===== config.mk =====
export PLATFORM = sky130hd
export DESIGN_NAME = pll_lock_sequencer_flat
export DESIGN_NICKNAME = d
export VERILOG_FILES = /design/src/rtl/pll_lock_sequencer_if.sv /design/src/rtl/pll_lock_sequencer.sv /design/src/flat_wrapper.sv
export SDC_FILE = /design/constraint.sdc
export NUM_CORES = 1
export LEC_CHECK = 0
export BUFFER_PORTS_ARGS = -buffer_cell sky130_fd_sc_hd__buf_2
export CORE_MARGIN = 5
export CORE_UTILIZATION = 50
export DETAILED_ROUTE_END_ITERATION = 16
export GPL_TIMING_DRIVEN = 0
export PLACE_DENSITY = 0.69
export SYNTH_ARGS = -nofsm -noshare
export SYNTH_HDL_FRONTEND = slang
export SYNTH_SLANG_ARGS = --single-unit

===== constraint.sdc =====
create_clock -name clock_in -period 6.7 [get_ports clock_in]
set_input_delay 0.335 -clock clock_in [delete_from_list [all_inputs] [get_ports clock_in]]
set_output_delay 0.335 -clock clock_in [all_outputs]
set_load 0.005 [all_outputs]

===== src/rtl/pll_lock_sequencer_if.sv =====
// pll_lock_sequencer_if: signal bundle between the PLL lock sequencer and
// the surrounding clock/reset logic.
// Optional feature macro: PLL_FALLBACK_BYPASS_EN (adds pll_bypass).
interface pll_lock_sequencer_if #(
    parameter int unsigned MAX_RETRIES = 3
);
    localparam int unsigned RW = (MAX_RETRIES > 0) ? $clog2(MAX_RETRIES + 1) : 1;

    logic          locked;
    logic          restart;
    logic          pll_resetb;
    logic          sys_reset;
    logic          ready;
    logic          fault;
    logic [RW-1:0] retry_count;
    logic [7:0]    lock_loss_count;
`ifdef PLL_FALLBACK_BYPASS_EN
    logic          pll_bypass;

    modport master (
        input  locked, restart,
        output pll_resetb, sys_reset, ready, fault, retry_count, lock_loss_count, pll_bypass
    );
    modport slave (
        output locked, restart,
        input  pll_resetb, sys_reset, ready, fault, retry_count, lock_loss_count, pll_bypass
    );
`else
    modport master (
        input  locked, restart,
        output pll_resetb, sys_reset, ready, fault, retry_count, lock_loss_count
    );
    modport slave (
        output locked, restart,
        input  pll_resetb, sys_reset, ready, fault, retry_count, lock_loss_count
    );
`endif
endinterface


===== src/rtl/pll_lock_sequencer.sv =====
// pll_lock_sequencer: supervises the iCE40 PLL from the reference clock.
// Holds the PLL in reset, waits for lock with timeout and bounded retries,
// qualifies lock stability, then releases system reset. Any loss of lock in
// RUN re-runs the sequence. All outputs are registered from the next state.
// Optional feature macro: PLL_FALLBACK_BYPASS_EN -- in FAULT the PLL is
// bypassed and sys_reset is released after LOCK_STABLE_CYCLES.
module pll_lock_sequencer #(
    parameter int unsigned RESET_HOLD_CYCLES   = 16,
    parameter int unsigned LOCK_TIMEOUT_CYCLES = 16000,
    parameter int unsigned LOCK_STABLE_CYCLES  = 1600,
    parameter int unsigned MAX_RETRIES         = 3,
    parameter int unsigned CNT_W               = 16
) (
    input logic                  clock_in,
    input logic                  reset,
    pll_lock_sequencer_if.master seq
);
    localparam int unsigned RW = (MAX_RETRIES > 0) ? $clog2(MAX_RETRIES + 1) : 1;

    localparam logic [CNT_W-1:0] HOLD_LAST    = CNT_W'(RESET_HOLD_CYCLES - 1);
    localparam logic [CNT_W-1:0] TIMEOUT_LAST = CNT_W'(LOCK_TIMEOUT_CYCLES - 1);
    localparam logic [CNT_W-1:0] STABLE_LAST  = CNT_W'(LOCK_STABLE_CYCLES - 1);
    localparam logic [RW-1:0]    RETRY_LAST   = RW'(MAX_RETRIES);

    typedef enum logic [2:0] {
        S_RESET_PLL,
        S_WAIT_LOCK,
        S_STABLE,
        S_RUN,
        S_FAULT
    } state_t;

    state_t           state_q, state_d;
    logic [CNT_W-1:0] cnt_q, cnt_d;
    logic [RW-1:0]    retry_q, retry_d;
    logic [7:0]       loss_q, loss_d;
    logic             sync1, locked_s;
    logic             pll_resetb_q, pll_resetb_d;
    logic             sys_reset_q, sys_reset_d;
    logic             ready_q, ready_d;
    logic             fault_q, fault_d;
`ifdef PLL_FALLBACK_BYPASS_EN
    logic             bypass_q, bypass_d;
`endif

    // Two-flop synchroniser for the asynchronous PLL lock indication
    always_ff @(posedge clock_in or posedge reset) begin
        if (reset) begin
            sync1    <= 1'b0;
            locked_s <= 1'b0;
        end else begin
            sync1    <= seq.locked;
            locked_s <= sync1;
        end
    end

    // State, counters and registered outputs
    always_ff @(posedge clock_in or posedge reset) begin
        if (reset) begin
            state_q      <= S_RESET_PLL;
            cnt_q        <= '0;
            retry_q      <= '0;
            loss_q       <= '0;
            pll_resetb_q <= 1'b0;
            sys_reset_q  <= 1'b1;
            ready_q      <= 1'b0;
            fault_q      <= 1'b0;
`ifdef PLL_FALLBACK_BYPASS_EN
            bypass_q     <= 1'b0;
`endif
        end else begin
            state_q      <= state_d;
            cnt_q        <= cnt_d;
            retry_q      <= retry_d;
            loss_q       <= loss_d;
            pll_resetb_q <= pll_resetb_d;
            sys_reset_q  <= sys_reset_d;
            ready_q      <= ready_d;
            fault_q      <= fault_d;
`ifdef PLL_FALLBACK_BYPASS_EN
            bypass_q     <= bypass_d;
`endif
        end
    end

    // Next-state, counter and output decode; restart overrides everything
    always_comb begin
        state_d = state_q;
        cnt_d   = cnt_q + 1'b1;
        retry_d = retry_q;
        loss_d  = loss_q;

        if (seq.restart) begin
            state_d = S_RESET_PLL;
            retry_d = '0;
        end else begin
            case (state_q)
                S_RESET_PLL: begin
                    if (cnt_q == HOLD_LAST) state_d = S_WAIT_LOCK;
                end
                S_WAIT_LOCK: begin
                    if (locked_s) begin
                        state_d = S_STABLE;
                    end else if (cnt_q == TIMEOUT_LAST) begin
                        if (retry_q == RETRY_LAST) begin
                            state_d = S_FAULT;
                        end else begin
                            retry_d = retry_q + 1'b1;
                            state_d = S_RESET_PLL;
                        end
                    end
                end
                S_STABLE: begin
                    if (!locked_s) begin
                        state_d = S_WAIT_LOCK;
                    end else if (cnt_q == STABLE_LAST) begin
                        state_d = S_RUN;
                        retry_d = '0;
                    end
                end
                S_RUN: begin
                    cnt_d = cnt_q;
                    if (!locked_s) begin
                        state_d = S_RESET_PLL;
                        if (loss_q != 8'hFF) loss_d = loss_q + 8'd1;
                    end
                end
                S_FAULT: begin
                    // Saturate so the bypass release condition stays true
                    cnt_d = (cnt_q == STABLE_LAST) ? cnt_q : cnt_q + 1'b1;
                end
                default: state_d = S_RESET_PLL;
            endcase
        end

        if (state_d != state_q || seq.restart) cnt_d = '0;

        pll_resetb_d = (state_d == S_WAIT_LOCK) || (state_d == S_STABLE) || (state_d == S_RUN);
        ready_d      = (state_d == S_RUN);
        fault_d      = (state_d == S_FAULT);
        sys_reset_d  = (state_d != S_RUN);
`ifdef PLL_FALLBACK_BYPASS_EN
        bypass_d     = (state_d == S_FAULT);
        if (state_q == S_FAULT && state_d == S_FAULT && cnt_q == STABLE_LAST)
            sys_reset_d = 1'b0;
`endif
    end

    assign seq.pll_resetb      = pll_resetb_q;
    assign seq.sys_reset       = sys_reset_q;
    assign seq.ready           = ready_q;
    assign seq.fault           = fault_q;
    assign seq.retry_count     = retry_q;
    assign seq.lock_loss_count = loss_q;
`ifdef PLL_FALLBACK_BYPASS_EN
    assign seq.pll_bypass      = bypass_q;
`endif

endmodule

===== src/flat_wrapper.sv =====
// flat-port wrapper written by rule: the top's interface ports become plain ports
module pll_lock_sequencer_flat 
#(
    parameter int unsigned RESET_HOLD_CYCLES   = 16,
    parameter int unsigned LOCK_TIMEOUT_CYCLES = 16000,
    parameter int unsigned LOCK_STABLE_CYCLES  = 1600,
    parameter int unsigned MAX_RETRIES         = 3,
    parameter int unsigned CNT_W               = 16
)
  (clock_in, reset, seq_locked, seq_restart, seq_pll_resetb, seq_sys_reset, seq_ready, seq_fault, seq_retry_count, seq_lock_loss_count);
  pll_lock_sequencer_if #(.MAX_RETRIES(MAX_RETRIES)) seq_i ();
  input logic clock_in;
  input logic reset;
  input wire logic [$bits(seq_i.locked)-1:0] seq_locked;
  input wire logic [$bits(seq_i.restart)-1:0] seq_restart;
  output wire logic [$bits(seq_i.pll_resetb)-1:0] seq_pll_resetb;
  output wire logic [$bits(seq_i.sys_reset)-1:0] seq_sys_reset;
  output wire logic [$bits(seq_i.ready)-1:0] seq_ready;
  output wire logic [$bits(seq_i.fault)-1:0] seq_fault;
  output wire logic [$bits(seq_i.retry_count)-1:0] seq_retry_count;
  output wire logic [$bits(seq_i.lock_loss_count)-1:0] seq_lock_loss_count;
  assign seq_i.locked = seq_locked;
  assign seq_i.restart = seq_restart;
  assign seq_pll_resetb = seq_i.pll_resetb;
  assign seq_sys_reset = seq_i.sys_reset;
  assign seq_ready = seq_i.ready;
  assign seq_fault = seq_i.fault;
  assign seq_retry_count = seq_i.retry_count;
  assign seq_lock_loss_count = seq_i.lock_loss_count;
  pll_lock_sequencer #(.RESET_HOLD_CYCLES(RESET_HOLD_CYCLES), .LOCK_TIMEOUT_CYCLES(LOCK_TIMEOUT_CYCLES), .LOCK_STABLE_CYCLES(LOCK_STABLE_CYCLES), .MAX_RETRIES(MAX_RETRIES), .CNT_W(CNT_W)) u_core (.clock_in(clock_in), .reset(reset), .seq(seq_i));
endmodule

-- Word-level counts from Yosys, hierarchy flattened
Index checks and enable logic that the tools add are counted.
- register bits after elaboration: 35
- bits in latches: 0
- RAM bits: 0
- memory bits (read-only): 0
- word-level logic and storage cells: 65
- memories: 0
- $add $sub $neg: 3
- multiply operators: 0
- divide/modulo/power cells: 0
- $lt $le $gt $ge: 0
- equal/unequal tests: 22
- shift operators: 0
- mux-type cells: 20
- bitwise logic cells: 2
- reduce and logical (&&, ||, !) cells: 8
- operator list (kind ; count):
    16-bit two-way mux ; 3
    16-bit case mux with 2 select lines ; 1
    3-bit two-way mux ; 8
    16-bit by 1-bit adder with 16-bit output (second input constant) ; 1
    16-bit by 11-bit == test with 1-bit output (second input constant) ; 1
    16-bit by 14-bit == test with 1-bit output (second input constant) ; 1
    16-bit by 4-bit == test with 1-bit output (second input constant) ; 1
    3-bit by 2-bit inequality test with 1-bit output (second input constant) ; 5
    3-bit case mux with 5 select lines ; 1
    3-bit by 2-bit == test with 1-bit output (second input constant) ; 4
    2-bit two-way mux ; 6
    8-bit by 1-bit adder with 8-bit output (second input constant) ; 1
    8-bit inequality test (second input constant) ; 1
    3-bit by 1-bit == test with 1-bit output (second input constant) ; 2
    3-bit == test (second input constant) ; 2
    3-bit inequality test (second input constant) ; 2
    6-bit AND reduction ; 1
    4-bit inequality test (second input constant) ; 1
    2-bit case mux with 2 select lines ; 1
    4-bit AND reduction ; 1
    3-bit zero test ; 1
    1-bit logical OR ; 3
    3-bit inequality test ; 1
    3-bit nonzero test ; 1
    other kinds (4) ; 5

-- Longest topological paths before layout
Gate-level depths: netlist of the first run.
- word-level depth: 10
- mapped depth: 7
- depth with buffers taken out: 7

-- Least setup slack after synthesis of the first run
Ideal clock, no wire load.
- path kind: reg2reg
- start point: register u_core.cnt_q[8]
- end point: register u_core.cnt_q[9]
- library setup time: 0.122 ns
- arrival time: 2.061 ns
- setup slack: 4.516 ns
- cell stages (with the launch flop): 7
- path buffers: 1
- path through: dfrtp_1 > or4_4 > nor4_2 > o21ai_1 > nand4b_1 > buf_4 > a21oi_1
- longest elaborated chain between the ends: 9
- RTL lines (element ; line ; RTL):
    start: declaration ; pll_lock_sequencer.sv:34 ; logic [CNT_W-1:0] cnt_q, cnt_d;
    start signal: assignment ; pll_lock_sequencer.sv:73 ; cnt_q <= cnt_d;
    16-bit by 11-bit == test with 1-bit output / 16-bit by 14-bit == test with 1-bit output (equally long branches) ; pll_lock_sequencer.sv:116, pll_lock_sequencer.sv:130, pll_lock_sequencer.sv:104 ;
    3-bit two-way mux, on equally long branches ; pll_lock_sequencer.sv:116, pll_lock_sequencer.sv:104 ;
    3-bit two-way mux, on equally long branches ; pll_lock_sequencer.sv:114, pll_lock_sequencer.sv:102 ;
    3-bit case mux with 5 select lines ; pll_lock_sequencer.sv:97 ; case (state_q)
    3-bit two-way mux ; pll_lock_sequencer.sv:93 ; if (seq.restart) begin
    3-bit inequality test ; pll_lock_sequencer.sv:136 ; if (state_d != state_q || seq.restart) cnt_d = '0;
    1-bit logical OR ; pll_lock_sequencer.sv:136 ;
    4-bit inequality test (no line) / 3-bit by 2-bit inequality test with 1-bit output (equally long branches) ; -- ;
    2-bit AND reduction (no line) ; -- ;
Several ways; a longest one is shown, not always the timed one. The select of a mux whose other input is x is not followed.
A chain may end at the register's enable or synchronous reset.

-- Worst setup path in the final report of the first run
- start point: register u_core.cnt_q[8]
- end point: register u_core.cnt_q[4]
Same word-level chain as after synthesis.

==> key figures, run 1 <==
Timing
  • Period utilization: 38.2%
  • Min Hold Slack: 0.0927 ns
  • Min Tclk post-route: 2.56 ns
  • Worst Tran Pin Value: 0.900 ns
  • Setup_tns: 0 ns
  • Layout Skew: 0.00861 ns
  • Final slew viol count: 0
  • Rel. slew slack: 39.5%
  • RSZ-0062 raised after global routing: false
  • # setup viols final: 0
  • Final hold violation count: 0
  • Setup WS post-layout: 4.14 ns
  • Achievable clock frequency: 391 MHz

Placed design
  • Final HPWL from detailed placement: 2570 µm
  • IO Port Bufs: 17
  • Placed insts: 237
  • Pre-CTS WS: 4.18 ns
  • Placer Congestion: 0.901

Die
  • Core area: 3420 µm²
  • Die Span Y: 70.0 µm
  • Chip Width: 70.0 µm
  • Ports: 18
  • Cell Rows: 21
  • Initial core utilization: 52.7%
  • DIE AREA: 4900 µm²

Layout
  • N_diodes: 0
  • Total Nets Final: 205
  • Finished Layout Cells: 245
  • Most frequent cells in the layout: dfrtp_1, xnor2_1, buf_2
  • Commonest non-fill, non-tap cell in the layout: dfrtp_1
  • Share of cells above drive strength 1: 17.6%
  • Area Growth Syn to Fin: 12.3%

Run status
  • Status: finished clean

Clock network
  • Inserted Clock Buffers: 5
  • CTS tree: done
  • Skew-Pair Late Insertion Delay: 0.34 ns
  • Root buf cell: clkbuf_4
  • Sink Count: 35
  • Post-CTS setup buffers: 0
  • CTS Hold Bufs: 0
  • Reg clk slew, reported paths: 0.11 ns
  • # H-tree levels: 2
  • CTS Buffer Depth: 2
  • Post_cts resized: 0

Setup path
  • Crit path arrival time: 2.78 ns
  • CP max FO: 10
  • Critical Setup Path Class: flip-flop to flip-flop
  • Crit path capture type: flip-flop
  • Critical Path Source Type: flip-flop
  • Worst Path Required: 6.92 ns

Global route
  • Initial antenna violation count: 0
  • Total global-route track usage: 16.2%
  • GRT Residual Overflow: 0
  • Vias in the first global route: 1404
  • First-pass GRT wire length: 6290 µm
  • Largest net degree at the start of global routing: 36

Synthesis
  • Post-synthesis sequential area ratio: 48.7%
  • Netlist cell types: 42
  • Syn avg cell area: 10.3 µm²
  • Synthesized instance count: 174
  • Syn_nets: 181
  • Yosys reg bits: 35
  • Yosys warning count: 0
  • Post-Syn Area: 1800 µm²

Power and ir drop
  • Lkg Pwr: 0.899 nW
  • Peak VDD IR: 0.000121 V
  • Pwr Total: 0.000379 W
  • Pwr dens: 187 nW/µm²

Routing
  • Antenna Nets Post-Route: 0
  • Post-route DRC: 0
  • Iteration-0 DRC Markers: 55
  • Drt pass-1 iters: 4
  • Drt total wl: 3570 µm
  • Post-DR vias/cell: 5.67
  • Routed via count: 1389
  • Drt wl/cell: 14.6 µm

Job
  • Maxcap violations: 0

Min path
  • Hold Path Class: input pin to async pin
==> cell families after synthesis <==
group           after synthesis  synth area share, %
simple gates                 67                 22.0
flops                        35                 48.7
compound gates               32                 12.0
xor+xnor                     21                 10.2
buf+inv                      13                 3.34
mux                           3                 1.74
fa+ha+maj                     3                 2.09
==> state kept, by name, indices dropped and copies added, names as in the netlist <==
name	count
u_core.cnt_q	16
u_core.locked_s	1
u_core.seq.fault	1
u_core.seq.lock_loss_count	8
u_core.seq.pll_resetb	1
u_core.seq.ready	1
u_core.seq.retry_count	2
u_core.seq.sys_reset	1
u_core.state_q	3
u_core.sync1	1
==> where the power goes <==
group | total, W | internal [W] | switching, W
Sequential | 0.000216 | 0.000213 | 0.00000280
Clock | 0.000149 | 0.0000787 | 0.0000707
Combinational | 0.0000130 | 0.00000434 | 0.00000868
Total | 0.000379 | 0.000297 | 0.0000821
==> area by class of cell <==
class | count | area, µm²
Inverter | 6 | 22.5
Clock buffer | 6 | 41.3
Fill cell | 325 | 1390
Buffer | 7 | 37.5
Clock inverter | 2 | 37.5
Timing Repair Buffer | 17 | 85.1
Multi-Input combinational cell | 126 | 863
Sequential cell | 35 | 877
Tap cell | 46 | 57.6
==> metal layers <==
| layer | global-route usage, % | wire [µm] | vias up |
|---|---|---|---|
| li1 | - | - | 687 |
| met1 | 20.4 | 1680 | 661 |
| met2 | 25.6 | 1680 | 32 |
| met3 | 4.45 | 133 | 9 |
| met4 | 8.09 | 79 | 0 |
| met5 | 0 | 0 | - |
==> cell usage after synthesis <==
library cell	n	area, µm²
dfrtp_1	34	851
xnor2_1	17	149
a21oi_1	16	80.1
nand2_1	13	48.8
nor2_1	13	48.8
nand4_1	8	50.1
nand3_1	7	35.0
inv_1	6	22.5
a211oi_1	5	37.5
clkbuf_1	5	18.8
or4_1	5	37.5
xor2_1	4	35.0
a2111oi_0	3	26.3
ha_1	3	37.5
nor3b_1	3	22.5
and4_1	2	17.5
mux2i_1	2	20.0
nand4b_1	2	17.5
nor4_1	2	12.5
nor4_2	2	25.0
a21bo_1	1	10.0
a21bo_2	1	10.0
a21oi_2	1	8.76
a311oi_1	1	8.76
a32oi_1	1	8.76
and2_0	1	6.26
and2_1	1	6.26
buf_4	1	7.51
buf_6	1	11.3
dfstp_2	1	26.3
mux2_2	1	11.3
nand2b_1	1	6.26
nand3b_1	1	7.51
nand4bb_1	1	11.3
nor3_1	1	5.00
nor4bb_1	1	10.0
o211a_1	1	10.0
o21ai_1	1	5.00
o32a_1	1	10.0
or3_1	1	6.26
or4_4	1	11.3
or4b_2	1	10.0
==> critical path, stage by stage, from the launching register on <==
cell      delay, ns
dfrtp_1        0.43
or4_4          0.58
nor4_2         0.80
o21ai_1        0.16
nand4b_1       0.18
buf_4          0.20
a21oi_1        0.09
==> through the flow <==
| step | util, % | instance area [µm²] |
|---|---|---|
| after floorplan | - | 1800 |
| after global placement | 56.9 | 1940 |
| after detailed placement | 56.9 | 1940 |
| after CTS | 59.2 | 2020 |
| after global routing | 59.2 | 2020 |
| final | 59.2 | 2020 |
==> worst paths after layout <==
check                                            endpoint       startpoint  cells after the start  slack (ns)
worst max-delay path                      u_core.cnt_q[4]  u_core.cnt_q[8]                      6        4.14
worst min-delay path                u_core.seq.pll_resetb            reset                      2        0.09
worst max register to register            u_core.cnt_q[4]  u_core.cnt_q[8]                      6        4.14
worst min register to register            u_core.locked_s     u_core.sync1                      0        0.37
max in group asynchronous       u_core.seq.retry_count[0]            reset                      2        6.15
min in group clock_in                        u_core.sync1       seq_locked                      1        0.09
No activity file was read; power rests on OpenSTA's default activity.
==> inputs of run 2 (changes only) <==
- clock period: 6.7 -> 2.5 ns (I/O delays scaled with it)
==> key figures, run 2 (synthesis results as in run 1) <==
Run status
  • Status: finished clean

Global route
  • Total global-route track usage: 16.4% (+0.15 points)
  • Vias in the first global route: 1404 (unchanged)
  • First-pass GRT wire length: 6350 µm (+0.99%)
  • GRT Residual Overflow: 0 (unchanged)
  • Initial antenna violation count: 0 (unchanged)
  • Largest net degree at the start of global routing: 36 (unchanged)

Routing
  • Post-DR vias/cell: 5.69 (+0.38%)
  • Routed via count: 1417 (+2.0%)
  • Post-route DRC: 0 (unchanged)
  • Iteration-0 DRC Markers: 86 (+56%)
  • Drt wl/cell: 14.6 µm (about the same)
  • Antenna Nets Post-Route: 0 (unchanged)
  • Drt pass-1 iters: 4 (unchanged)
  • Drt total wl: 3630 µm (+1.7%)

Layout
  • Most frequent cells in the layout: dfrtp_1, xnor2_1, buf_2
  • N_diodes: 0 (unchanged)
  • Share of cells above drive strength 1: 18.7% (+1.1 points)
  • Cell area after layout: 2080 µm² (+2.8%)
  • # fillers: 320 (-1.5%)
  • Max reg flops: 16 (unchanged)
  • Total Nets Final: 209 (+2.0%)
  • Commonest non-fill, non-tap cell in the layout: dfrtp_1
  • Largest register by flop count: u_core.cnt_q
  • Area Growth Syn to Fin: 15.5%

Clock network
  • Root buf cell: clkbuf_4
  • Inserted Clock Buffers: 5 (unchanged)
  • Skew-Pair Late Insertion Delay: 0.34 ns (about the same)
  • Sink Count: 35 (unchanged)
  • CTS tree: done
  • # H-tree levels: 2 (unchanged)
  • Reg clk slew, reported paths: 0.11 ns (about the same)
  • CTS Buffer Depth: 2 (unchanged)

Placed design
  • Placer Congestion: 0.901 (unchanged)
  • IO Port Bufs: 17 (unchanged)
  • Final HPWL from detailed placement: 2570 µm (unchanged)
  • Placement Cell Area: 1940 µm² (unchanged)
  • Pre-CTS WS: -0.0199 ns (-4.20 ns)

Setup path
  • Crit path capture type: flip-flop
  • R2r setup slk: 0.12 ns (-4.02 ns)
  • Critical Setup Path Class: flip-flop to flip-flop
  • CP max FO: 10 (unchanged)
  • Worst Path Required: 2.76 ns (-4.16 ns)
  • Critical Path Source Type: flip-flop
  • Crit path arrival time: 2.64 ns (-0.14 ns)

Die
  • Initial core utilization: 52.7% (unchanged)
  • DIE AREA: 4900 µm² (unchanged)
  • Ports: 18 (unchanged)
  • Chip Width: 70.0 µm (unchanged)
  • Cell Rows: 21 (unchanged)
  • Die Span Y: 70.0 µm (unchanged)
  • Core area: 3420 µm² (unchanged)

Timing
  • Min Tclk post-route: 2.38 ns (-0.176 ns)
  • Rel. slew slack: 40.4% (+0.92 points)
  • Final slew viol count: 0 (unchanged)
  • Final hold violation count: 0 (unchanged)
  • Min Hold Slack: 0.284 ns (+0.192 ns)
  • Achievable clock frequency: 420 MHz (+7.4%)
  • Layout Skew: 0.00834 ns (-0.000271 ns)
  • Setup_tns: 0 ns (unchanged)
  • # setup viols final: 0 (unchanged)
  • RSZ-0062 raised after global routing: false
  • Setup WS post-layout: 0.117 ns (-4.02 ns)
  • Period utilization: 95.3% (+57 points)
  • Worst Tran Pin Value: 0.888 ns (-0.0123 ns)

Power and ir drop
  • Pwr dens: 490 nW/µm² (+160%)
  • Sw Ratio: 21.8% (+0.087 points)
  • Clk pwr share: 39.4% (about the same)
  • Peak VDD IR: 0.000323 V (+170%)
  • NetSw: 0.000222 W (+170%)
  • Sequential power share: 56.9% (-0.2 points)
  • Logic pwr share: 3.7% (+0.3 points)
  • Lkg Pwr: 0.918 nW (+2.1%)
  • Power Internal: 0.000797 W (+170%)

Min path
  • Hold Path Class: input pin to flip-flop

Job
  • Maxcap violations: 0 (unchanged)
==> run 2: cell type report <==
type	count	area, µm²	area share (%)
plain buffers	7	37.5	1.81
clock buffers	6	41.3	1.99
clock inverters	2	37.5	1.81
inverters	6	22.5	1.08
multi-input cells	126	886	42.6
flip-flops and latches	35	877	42.2
well taps	46	57.6	2.77
repair buffers	21	120	5.78
==> run 2: critical path, cell delays in order (launching register included) <==
cell and delay, ns:
dfrtp_1 0.43, or4_4 0.60, or4_1 0.52, o32a_1 0.21, a21bo_2 0.25, buf_6 0.14
a21oi_1 0.14
==> run 2: worst paths after layout <==
path | from | end | depth (start not counted)
min | seq_restart | u_core.seq.retry_count[0] | 3
max | u_core.cnt_q[8] | u_core.cnt_q[4] | 6
min reg2reg | u_core.sync1 | u_core.locked_s | 0
max reg2reg | u_core.cnt_q[8] | u_core.cnt_q[4] | 6
max in group asynchronous | reset | u_core.seq.retry_count[0] | 3
min in group asynchronous | reset | u_core.seq.pll_resetb | 3
==> run 2: through the flow <==
| step | utilization [%] | total power (W) | instances |
|---|---|---|---|
| 5_1_grt | 60.9 | 0.00106 | 249 |
| 3_3_place_gp | 56.9 | 0.000624 | 237 |
| 2_1_floorplan | - | 0.000614 | 174 |
| 3_5_place_dp | 56.9 | 0.000627 | 237 |
| 4_1_cts | 59.7 | 0.00103 | 246 |
| 6_report | 60.9 | 0.00102 | 249 |
==> run 2: power groups by stage <==
| stage | logic (W) | registers [W] | clock network, W |
|---|---|---|---|
| after floorplan | 0.0000259 | 0.000588 | 0 |
| after global placement | 0.0000345 | 0.000590 | 0 |
| after detailed placement | 0.0000360 | 0.000590 | 0 |
| after global routing | 0.0000442 | 0.000581 | 0.000439 |
| final | 0.0000377 | 0.000580 | 0.000401 |
| after CTS | 0.0000373 | 0.000580 | 0.000416 |
==> run 2: timing repair <==
item / in CTS / in global routing
hold buffers: 1 / 1
setup endpoints to repair: 10 / 10
buffers inserted: 0 / 2
pin swaps: 0 / 1
gates resized for setup: 1 / 2
cloned: 0 / 0
hold endpoints to repair: 1 / 34
==> run 2: layer usage <==
layer	GRT usage [%]	part of all wire, %	up-vias
li1	-	-	694
met1	20.6	47	672
met2	25.8	46	41
met3	4.45	4.7	10
met4	8.09	2.3	0
met5	0	0	-
